### src/rtl/common_pkg.sv
// -----------------------------------------------------------------------------
// common: project-wide basic types shared by the pipeline blocks.
//   word_t : 64-bit machine word (addresses, data)
// -----------------------------------------------------------------------------
package common;

  typedef logic [63:0] word_t;

endpackage : common

### src/rtl/pipes_pkg.sv
// -----------------------------------------------------------------------------
// pipes: shared types and constants for the pipeline stall/flush sequencer.
//   pipe_ctrl_state_t : sequencer FSM states (RUN, REDIR_WAIT, MDU)
//   pipe_ctrl_t       : bundle of per-register hold/bubble controls + pc_load
//   MDU_TIMEOUT_DEF   : default MDU watchdog limit in cycles
//   applyFlushPriority: resolves stall/flush conflicts on the same register
// -----------------------------------------------------------------------------
package pipes;

  typedef enum logic [1:0] {
    RUN        = 2'd0,
    REDIR_WAIT = 2'd1,
    MDU        = 2'd2
  } pipe_ctrl_state_t;

  typedef struct packed {
    logic stallPc;
    logic stallD;
    logic stallE;
    logic stallM;
    logic flushD;
    logic flushE;
    logic flushM;
    logic flushW;
    logic pcLoad;
  } pipe_ctrl_t;

  localparam int MDU_TIMEOUT_DEF = 64;

  // A register that loads a bubble has nothing worth holding, so flush wins
  // and the matching stall is dropped. PC has no flush and W has no stall.
  function automatic pipe_ctrl_t applyFlushPriority(input pipe_ctrl_t c);
    pipe_ctrl_t r;
    r        = c;
    r.stallD = c.stallD & ~c.flushD;
    r.stallE = c.stallE & ~c.flushE;
    r.stallM = c.stallM & ~c.flushM;
    return r;
  endfunction

endpackage : pipes

### src/rtl/pipe_ctrl_hazard_ldu.sv
// -----------------------------------------------------------------------------
// hazard_ldu: combinational load-use comparator. Flags when the instruction in
// D reads a register that the load currently in E has not produced yet.
// Register x0 is hard-wired zero and never creates a dependency.
// Kept standalone so the forwarding path can reuse the same comparison.
//
// Ports:
//   memRead  in  1  instruction in E is a load
//   eDst     in  5  destination register of E
//   rs1, rs2 in  5  source registers of D
//   useRs1/2 in  1  D actually reads rs1/rs2
//   loadUse  out 1  load-use hazard present
// -----------------------------------------------------------------------------
module hazard_ldu (
  input  logic       memRead,
  input  logic [4:0] eDst,
  input  logic [4:0] rs1,
  input  logic [4:0] rs2,
  input  logic       useRs1,
  input  logic       useRs2,
  output logic       loadUse
);

  logic hitRs1;
  logic hitRs2;

  assign hitRs1  = useRs1 && (rs1 == eDst);
  assign hitRs2  = useRs2 && (rs2 == eDst);
  assign loadUse = memRead && (eDst != 5'd0) && (hitRs1 || hitRs2);

endmodule : hazard_ldu

### src/rtl/pipe_ctrl.sv
// -----------------------------------------------------------------------------
// pipe_ctrl: stall/flush sequencer for the 5-stage pipeline (F, D, E, M, W).
// Covers the hazards forwarding cannot: load-use, taken branches/jumps
// resolved in E, instruction/data bus waits and multi-cycle MDU operations.
// All stall/flush/pc_load outputs are combinational from inputs and state.
//
// Optional build macro PIPE_PERF_EN adds CNT_W-bit saturating perf counters
// (cnt_loaduse, cnt_redirect, cnt_mem_stall, cnt_mdu_stall).
//
// Ports:
//   clk, reset            clock; synchronous active-high reset
//   ifetch_busy           F has no valid instruction this cycle
//   dmem_busy             M-stage data access outstanding
//   e_memread, e_dst      load flag / destination register of E
//   d_rs1/2, d_use_rs1/2  source registers of D and their use flags
//   redirect_valid/pc     taken branch/jump resolved in E and its target
//   mdu_start, mdu_done   multi-cycle MDU issue / result valid
//   stall_pc/d/e/m        register holds its value at the next edge
//   flush_d/e/m/w         register loads a bubble at the next edge
//   pc_load, pc_target    PC loads pc_target at the next edge
//   err_mdu_timeout       sticky: MDU wait hit MDU_TIMEOUT cycles
//   busy_state            current FSM state (debug)
// -----------------------------------------------------------------------------
module pipe_ctrl
  import common::*;
  import pipes::*;
#(
  parameter int MDU_TIMEOUT = MDU_TIMEOUT_DEF
`ifdef PIPE_PERF_EN
  , parameter int CNT_W = 32
`endif
) (
  input  logic        clk,
  input  logic        reset,
  input  logic        ifetch_busy,
  input  logic        dmem_busy,
  input  logic        e_memread,
  input  logic [4:0]  e_dst,
  input  logic [4:0]  d_rs1,
  input  logic [4:0]  d_rs2,
  input  logic        d_use_rs1,
  input  logic        d_use_rs2,
  input  logic        redirect_valid,
  input  word_t       redirect_pc,
  input  logic        mdu_start,
  input  logic        mdu_done,
  output logic        stall_pc,
  output logic        stall_d,
  output logic        stall_e,
  output logic        stall_m,
  output logic        flush_d,
  output logic        flush_e,
  output logic        flush_m,
  output logic        flush_w,
  output logic        pc_load,
  output word_t       pc_target,
  output logic        err_mdu_timeout,
  output logic [1:0]  busy_state
`ifdef PIPE_PERF_EN
  , output logic [CNT_W-1:0] cnt_loaduse
  , output logic [CNT_W-1:0] cnt_redirect
  , output logic [CNT_W-1:0] cnt_mem_stall
  , output logic [CNT_W-1:0] cnt_mdu_stall
`endif
);

  localparam int TO_W = $clog2(MDU_TIMEOUT + 1);

  pipe_ctrl_state_t stateQ;
  pipe_ctrl_state_t stateD;
  pipe_ctrl_t       ctrlRaw;
  pipe_ctrl_t       ctrl;
  word_t            targetQ;
  logic [TO_W-1:0]  mduCnt;
  logic             errQ;
  logic             loadUse;
  logic             acceptRedir;    // redirect accepted in RUN this cycle
  logic             loadUseBubble;  // load-use bubble inserted this cycle

  hazard_ldu u_ldu (
    .memRead (e_memread),
    .eDst    (e_dst),
    .rs1     (d_rs1),
    .rs2     (d_rs2),
    .useRs1  (d_use_rs1),
    .useRs2  (d_use_rs2),
    .loadUse (loadUse)
  );

  // ---------------------------------------------------------------------------
  // Next-state and per-cycle controls.
  // ---------------------------------------------------------------------------
  always_comb begin
    // NOTE: every signal written here gets a default first, so no path can
    // leave one unassigned and infer a latch.
    ctrlRaw       = '0;
    stateD        = stateQ;
    acceptRedir   = 1'b0;
    loadUseBubble = 1'b0;

    case (stateQ)
      RUN: begin
        if (dmem_busy) begin
          // Full freeze: E holds, so a pending redirect/mdu_start re-presents.
          ctrlRaw.stallPc = 1'b1;
          ctrlRaw.stallD  = 1'b1;
          ctrlRaw.stallE  = 1'b1;
          ctrlRaw.stallM  = 1'b1;
          ctrlRaw.flushW  = 1'b1;
        end else if (mdu_start) begin
          ctrlRaw.stallPc = 1'b1;
          ctrlRaw.stallD  = 1'b1;
          ctrlRaw.stallE  = 1'b1;
          ctrlRaw.flushM  = 1'b1;
          stateD          = MDU;
        end else if (redirect_valid) begin
          // Checked ahead of load-use: D is squashed, so its hazard is moot.
          ctrlRaw.flushD = 1'b1;
          ctrlRaw.flushE = 1'b1;
          acceptRedir    = 1'b1;
          if (ifetch_busy) begin
            stateD = REDIR_WAIT;
          end else begin
            ctrlRaw.pcLoad = 1'b1;
          end
        end else if (loadUse) begin
          // One bubble suffices: the load moves to M and forwarding takes over.
          ctrlRaw.stallPc = 1'b1;
          ctrlRaw.stallD  = 1'b1;
          ctrlRaw.flushE  = 1'b1;
          loadUseBubble   = 1'b1;
        end else if (ifetch_busy) begin
          ctrlRaw.stallPc = 1'b1;
          ctrlRaw.flushD  = 1'b1;
        end
      end

      REDIR_WAIT: begin
        // Whatever fetch returns belongs to the old path; keep D empty.
        ctrlRaw.flushD = 1'b1;
        if (dmem_busy) begin
          ctrlRaw.stallPc = 1'b1;
          ctrlRaw.stallE  = 1'b1;
          ctrlRaw.stallM  = 1'b1;
          ctrlRaw.flushW  = 1'b1;
        end else if (ifetch_busy) begin
          ctrlRaw.stallPc = 1'b1;
        end else begin
          ctrlRaw.pcLoad = 1'b1;
          stateD         = RUN;
        end
      end

      MDU: begin
        ctrlRaw.stallPc = 1'b1;
        ctrlRaw.stallD  = 1'b1;
        if (mdu_done) begin
          // Release E so the result advances into M at this edge.
          stateD = RUN;
        end else begin
          ctrlRaw.stallE = 1'b1;
          ctrlRaw.flushM = 1'b1;
        end
      end

      default: stateD = RUN;
    endcase
  end

  // Outputs read as idle while reset is held.
  assign ctrl = reset ? pipe_ctrl_t'('0) : applyFlushPriority(ctrlRaw);

  assign stall_pc        = ctrl.stallPc;
  assign stall_d         = ctrl.stallD;
  assign stall_e         = ctrl.stallE;
  assign stall_m         = ctrl.stallM;
  assign flush_d         = ctrl.flushD;
  assign flush_e         = ctrl.flushE;
  assign flush_m         = ctrl.flushM;
  assign flush_w         = ctrl.flushW;
  assign pc_load         = ctrl.pcLoad;
  assign pc_target       = (acceptRedir && !reset) ? redirect_pc : targetQ;
  assign err_mdu_timeout = errQ;
  assign busy_state      = stateQ;

  // ---------------------------------------------------------------------------
  // State, latched redirect target and MDU watchdog.
  // ---------------------------------------------------------------------------
  // NOTE: sequential state uses non-blocking assignments so every register
  // samples the pre-edge values, independent of statement order.
  always_ff @(posedge clk) begin
    if (reset) begin
      stateQ  <= RUN;
      targetQ <= '0;
      mduCnt  <= '0;
      errQ    <= 1'b0;
    end else begin
      stateQ <= stateD;
      if (acceptRedir) begin
        targetQ <= redirect_pc;
      end
      if (stateQ != MDU && stateD == MDU) begin
        mduCnt <= '0;
      end else if (stateQ == MDU && mduCnt != TO_W'(MDU_TIMEOUT)) begin
        mduCnt <= mduCnt + TO_W'(1);
      end
      // Counter reaches the limit at this edge; the FSM keeps waiting.
      if (stateQ == MDU && mduCnt == TO_W'(MDU_TIMEOUT - 1)) begin
        errQ <= 1'b1;
      end
    end
  end

`ifdef PIPE_PERF_EN
  // ---------------------------------------------------------------------------
  // Saturating performance counters.
  // ---------------------------------------------------------------------------
  localparam logic [CNT_W-1:0] CNT_MAX = '1;

  always_ff @(posedge clk) begin
    if (reset) begin
      cnt_loaduse   <= '0;
      cnt_redirect  <= '0;
      cnt_mem_stall <= '0;
      cnt_mdu_stall <= '0;
    end else begin
      if (loadUseBubble && cnt_loaduse != CNT_MAX) begin
        cnt_loaduse <= cnt_loaduse + CNT_W'(1);
      end
      if (acceptRedir && cnt_redirect != CNT_MAX) begin
        cnt_redirect <= cnt_redirect + CNT_W'(1);
      end
      if (dmem_busy && cnt_mem_stall != CNT_MAX) begin
        cnt_mem_stall <= cnt_mem_stall + CNT_W'(1);
      end
      if (stateQ == MDU && cnt_mdu_stall != CNT_MAX) begin
        cnt_mdu_stall <= cnt_mdu_stall + CNT_W'(1);
      end
    end
  end
`endif

endmodule : pipe_ctrl

### config.mk
export PLATFORM = sky130hd
export DESIGN_NAME = pipe_ctrl
export DESIGN_NICKNAME = d
export VERILOG_FILES = /design/src/rtl/common_pkg.sv /design/src/rtl/pipes_pkg.sv /design/src/rtl/pipe_ctrl_hazard_ldu.sv /design/src/rtl/pipe_ctrl.sv
export SDC_FILE = /design/constraint.sdc
export NUM_CORES = 1
export LEC_CHECK = 0
export ABC_AREA = 1
export CORE_MARGIN = 2
export CORE_UTILIZATION = 46
export CTS_CLUSTER_DIAMETER = 50
export DETAILED_ROUTE_END_ITERATION = 6
export PLACE_DENSITY = 0.91
export SLEW_MARGIN = 5
export SYNTH_ARGS = -nofsm -noshare
export SYNTH_HDL_FRONTEND = slang
export SYNTH_SLANG_ARGS = --single-unit
### constraint.sdc
create_clock -name clk -period 3.4 [get_ports clk]
set_input_delay 0.51 -clock clk [delete_from_list [all_inputs] [get_ports clk]]
set_output_delay 0.51 -clock clk [all_outputs]
set_load 0.01 [all_outputs]
==> impl_metrics.py <==
metrics = {
    "run_status": {
        "status": "completed",
    },
    "pwr": {
        "ir_worst_vdd_v": 0.000243,
        "p_total_mw": 2.11,
        "p_leak_nw": 2.39,
        "powerDensity_nw_per_um2": 366,
    },
    "sta": {
        "setup_viol": 0,
        "worst_pin_slew_ns": 0.480,
        "finalHoldViolCount": 0,
        "fmax_mhz": 307,
        "maxSlewViolCount": 0,
        "timing.final.crit_share": 0.957,
        "min_period_ns": 3.26,
        "relSlewSlack": 0.679,
        "skew_ns": 0.0129,
    },
    "worst_hold_path": {
        "worstHoldPathType": "flop to flop",
    },
    "synthesis": {
        "synthFlopType": "dfxtp_1",
        "yosys.area_share.simple": 0.153,
        "synth.distinct_cells": 29,
        "ys_warn_count": 0,
        "synthArstFlopShare": 0,
        "synth.most_common_cell": "inv_1",
        "netlist_top_cells_count": "inv_1 (158), nand2_1 (103), dfxtp_1 (74), o21ai_1 (59), o22ai_1 (52)",
        "syn_area_um2": 3830,
        "muxShareOfSynthArea": 0,
        "synth_edf_count": 0,
        "synth-compound-area-share": 0.244,
        "synth_area_per_cell_um2": 6.86,
        "synthTopCellsByArea": "dfxtp_1 (39%), inv_1 (15%), nand2_1 (10%)",
        "synth_top_family_by_area": "compound AO/OA/AOI/OAI gates",
        "synthCells": 559,
        "synth_fa_ha_area_frac": 0.00653,
        "synth_top_area_frac": 0.387,
        "synth_area_leader_cell": "dfxtp_1",
        "syn-num-nets": 650,
        "seq_area_frac_synth": 0.387,
        "synth_xor_area_frac": 0.00229,
        "ys_ff_latch": 74,
    },
    "layout": {
        "fin_nets": 812,
        "post-route-util": 0.710,
        "drive_gt1_frac": 0.0662,
        "n_antenna_cell": 0,
        "syn2layout_area_growth_pct": 50.7,
    },
    "clock_tree": {
        "post_cts_buffers": 0,
        "htreeDepth": 3,
        "clock-root-buffer": "clkbuf_8",
        "cts_sinks": 74,
        "clk_pin_slew_ns": 0.07,
        "cts_resized": 0,
        "numCtsBuffers": 9,
        "cts_tree": "done",
        "clockBufferDepth": 2,
        "postCtsHoldBufs": 0,
        "clk_latency_ns": 0.34,
    },
    "critical_path": {
        "crit_path_max_incr_delay_ns": 0.57,
        "start_kind": "primary input",
        "cp_max_fo": 25,
        "cp_data_required_time_ns": 2.89,
        "worstPathArrival_ns": 2.75,
        "end_kind": "output port",
        "worstPathCellList": "clkdlybuf4s50_1 -> nor2_4 -> nand2_1 -> nor2_2 -> inv_2 -> nor2_4 -> nand2_8 -> buf_4 -> o21ai_1 -> clkdlybuf4s50_1",
        "critical_path_class": "primary input to output port",
        "slowest_stage": "clkdlybuf4s50_1",
    },
    "placed_design": {
        "portBuffers": 164,
        "routabilityCongestion": 0.833,
        "hpwl_um": 7500,
    },
    "detailed_routing": {
        "wire_per_inst_um": 12.1,
        "drt-vias-per-instance": 4.86,
        "drt_iter0_markers": 135,
        "drt-total-wl_um": 10000,
        "drc": 0,
        "ant_nets": 0,
        "vias": 4030,
        "dr.pass1.iters": 4,
    },
    "grt": {
        "grt_remaining_overflow": 0,
        "grt_max_degree": 45,
        "track_usage": 0.212,
        "grt_pass1_wl_um": 15400,
        "grt_pass1_vias": 3739,
        "antenna_found_initial": 0,
    },
    "die": {
        "fp-row-count": 33,
        "die-area_um2": 9080,
        "die-width_um": 95.3,
        "io_pins": 165,
        "coreArea_um2": 8130,
        "initial_core_util": 0.471,
        "die_h_um": 95.3,
    },
    "run": {
        "drv_cap": 0,
    },
}
==> power breakdown <==
| group | internal, mW | switching (mW) | total [mW] |
|---|---|---|---|
| sequential | 0.895 | 0.0162 | 0.911 |
| combinational | 0.225 | 0.181 | 0.406 |
| clock | 0.484 | 0.313 | 0.797 |
==> routing by layer <==
layer / vias to the layer above / share of wire / GRT usage
li1: 2081 / - / -
met1: 1786 / 0.42 / 0.228
met2: 144 / 0.49 / 0.396
met3: 19 / 0.072 / 0.0538
met4: 0 / 0.015 / 0.0785
met5: - / 0 / 0
==> layout by cell type, fill, tap and decap left out <==
cell type and instances:
clkdlybuf4s50_1 164, inv_1 158, nand2_1 103, dfxtp_1 74, o21ai_1 59, o22ai_1 52
nor2_1 19, o21ai_0 13, a21oi_1 12, o22ai_2 12, buf_4 12, clkbuf_8 9
nand3_1 6, nand4_1 4, nor3_1 4, bufinv_16 3, nor2_4 2, inv_2 2
ha_1 2, nor2_2 1, nand2_8 1, or2_2 1, a211oi_1 1, a31oi_1 1
o21ai_4 1, xor2_1 1, nor4_1 1, or2_0 1, a2111oi_0 1, clkinv_4 1
clkbuf_1 1, clkinv_2 1, nand2_4 1, buf_12 1
==> flip-flops by register name, indices dropped and copies added, names as in the netlist <==
signal,cells
targetQ,64
mduCnt,7
busy_state,2
err_mdu_timeout,1
==> stage by stage <==
stage               setup TNS, ns  cell area, um2  setup slack, ns  instances  hold slack, ns
floorplan                       0            3830             1.40        559           0.440
global placement                0            5520            0.181        812           0.450
detailed placement              0            5520            0.108        812           0.454
CTS                             0            5750           0.0933        827           0.468
global route             -0.00698            5780         -0.00698        830           0.481
finish                          0            5780            0.145        830           0.468
==> critical path, delay by kind of cell <==
kind,cells,cell delay (ns)
buf+inv,4,1.38
compound gates,1,0.15
simple gates,5,0.69
==> cell families after synthesis <==
| kind of cell | Yosys count |
|---|---|
| compound gates | 152 |
| fa+ha+maj | 2 |
| simple gates | 143 |
| flops | 74 |
| xor+xnor | 1 |
| buf+inv | 187 |
==> final timing paths <==
| kind | startpoint | endpoint | slack (ns) | cells after the start |
|---|---|---|---|---|
| worst max register to register | busy_state[1] | mduCnt[5] | 1.75 | 6 |
| worst min-delay path | targetQ[52] | targetQ[52] | 0.47 | 2 |
| worst max-delay path | dmem_busy | pc_target[62] | 0.14 | 10 |
| worst min register to register | targetQ[52] | targetQ[52] | 0.47 | 2 |
==> final cells by class <==
cell class / instances / area (um2)
fillers: 624 / 2360
repair buffers: 177 / 1750
multi-input cells: 299 / 1580
flip-flops and latches: 74 / 1480
inverters: 160 / 601
well taps: 105 / 131
clock buffers: 10 / 128
clock inverters: 5 / 104
Power figures use the tool's default switching activity.
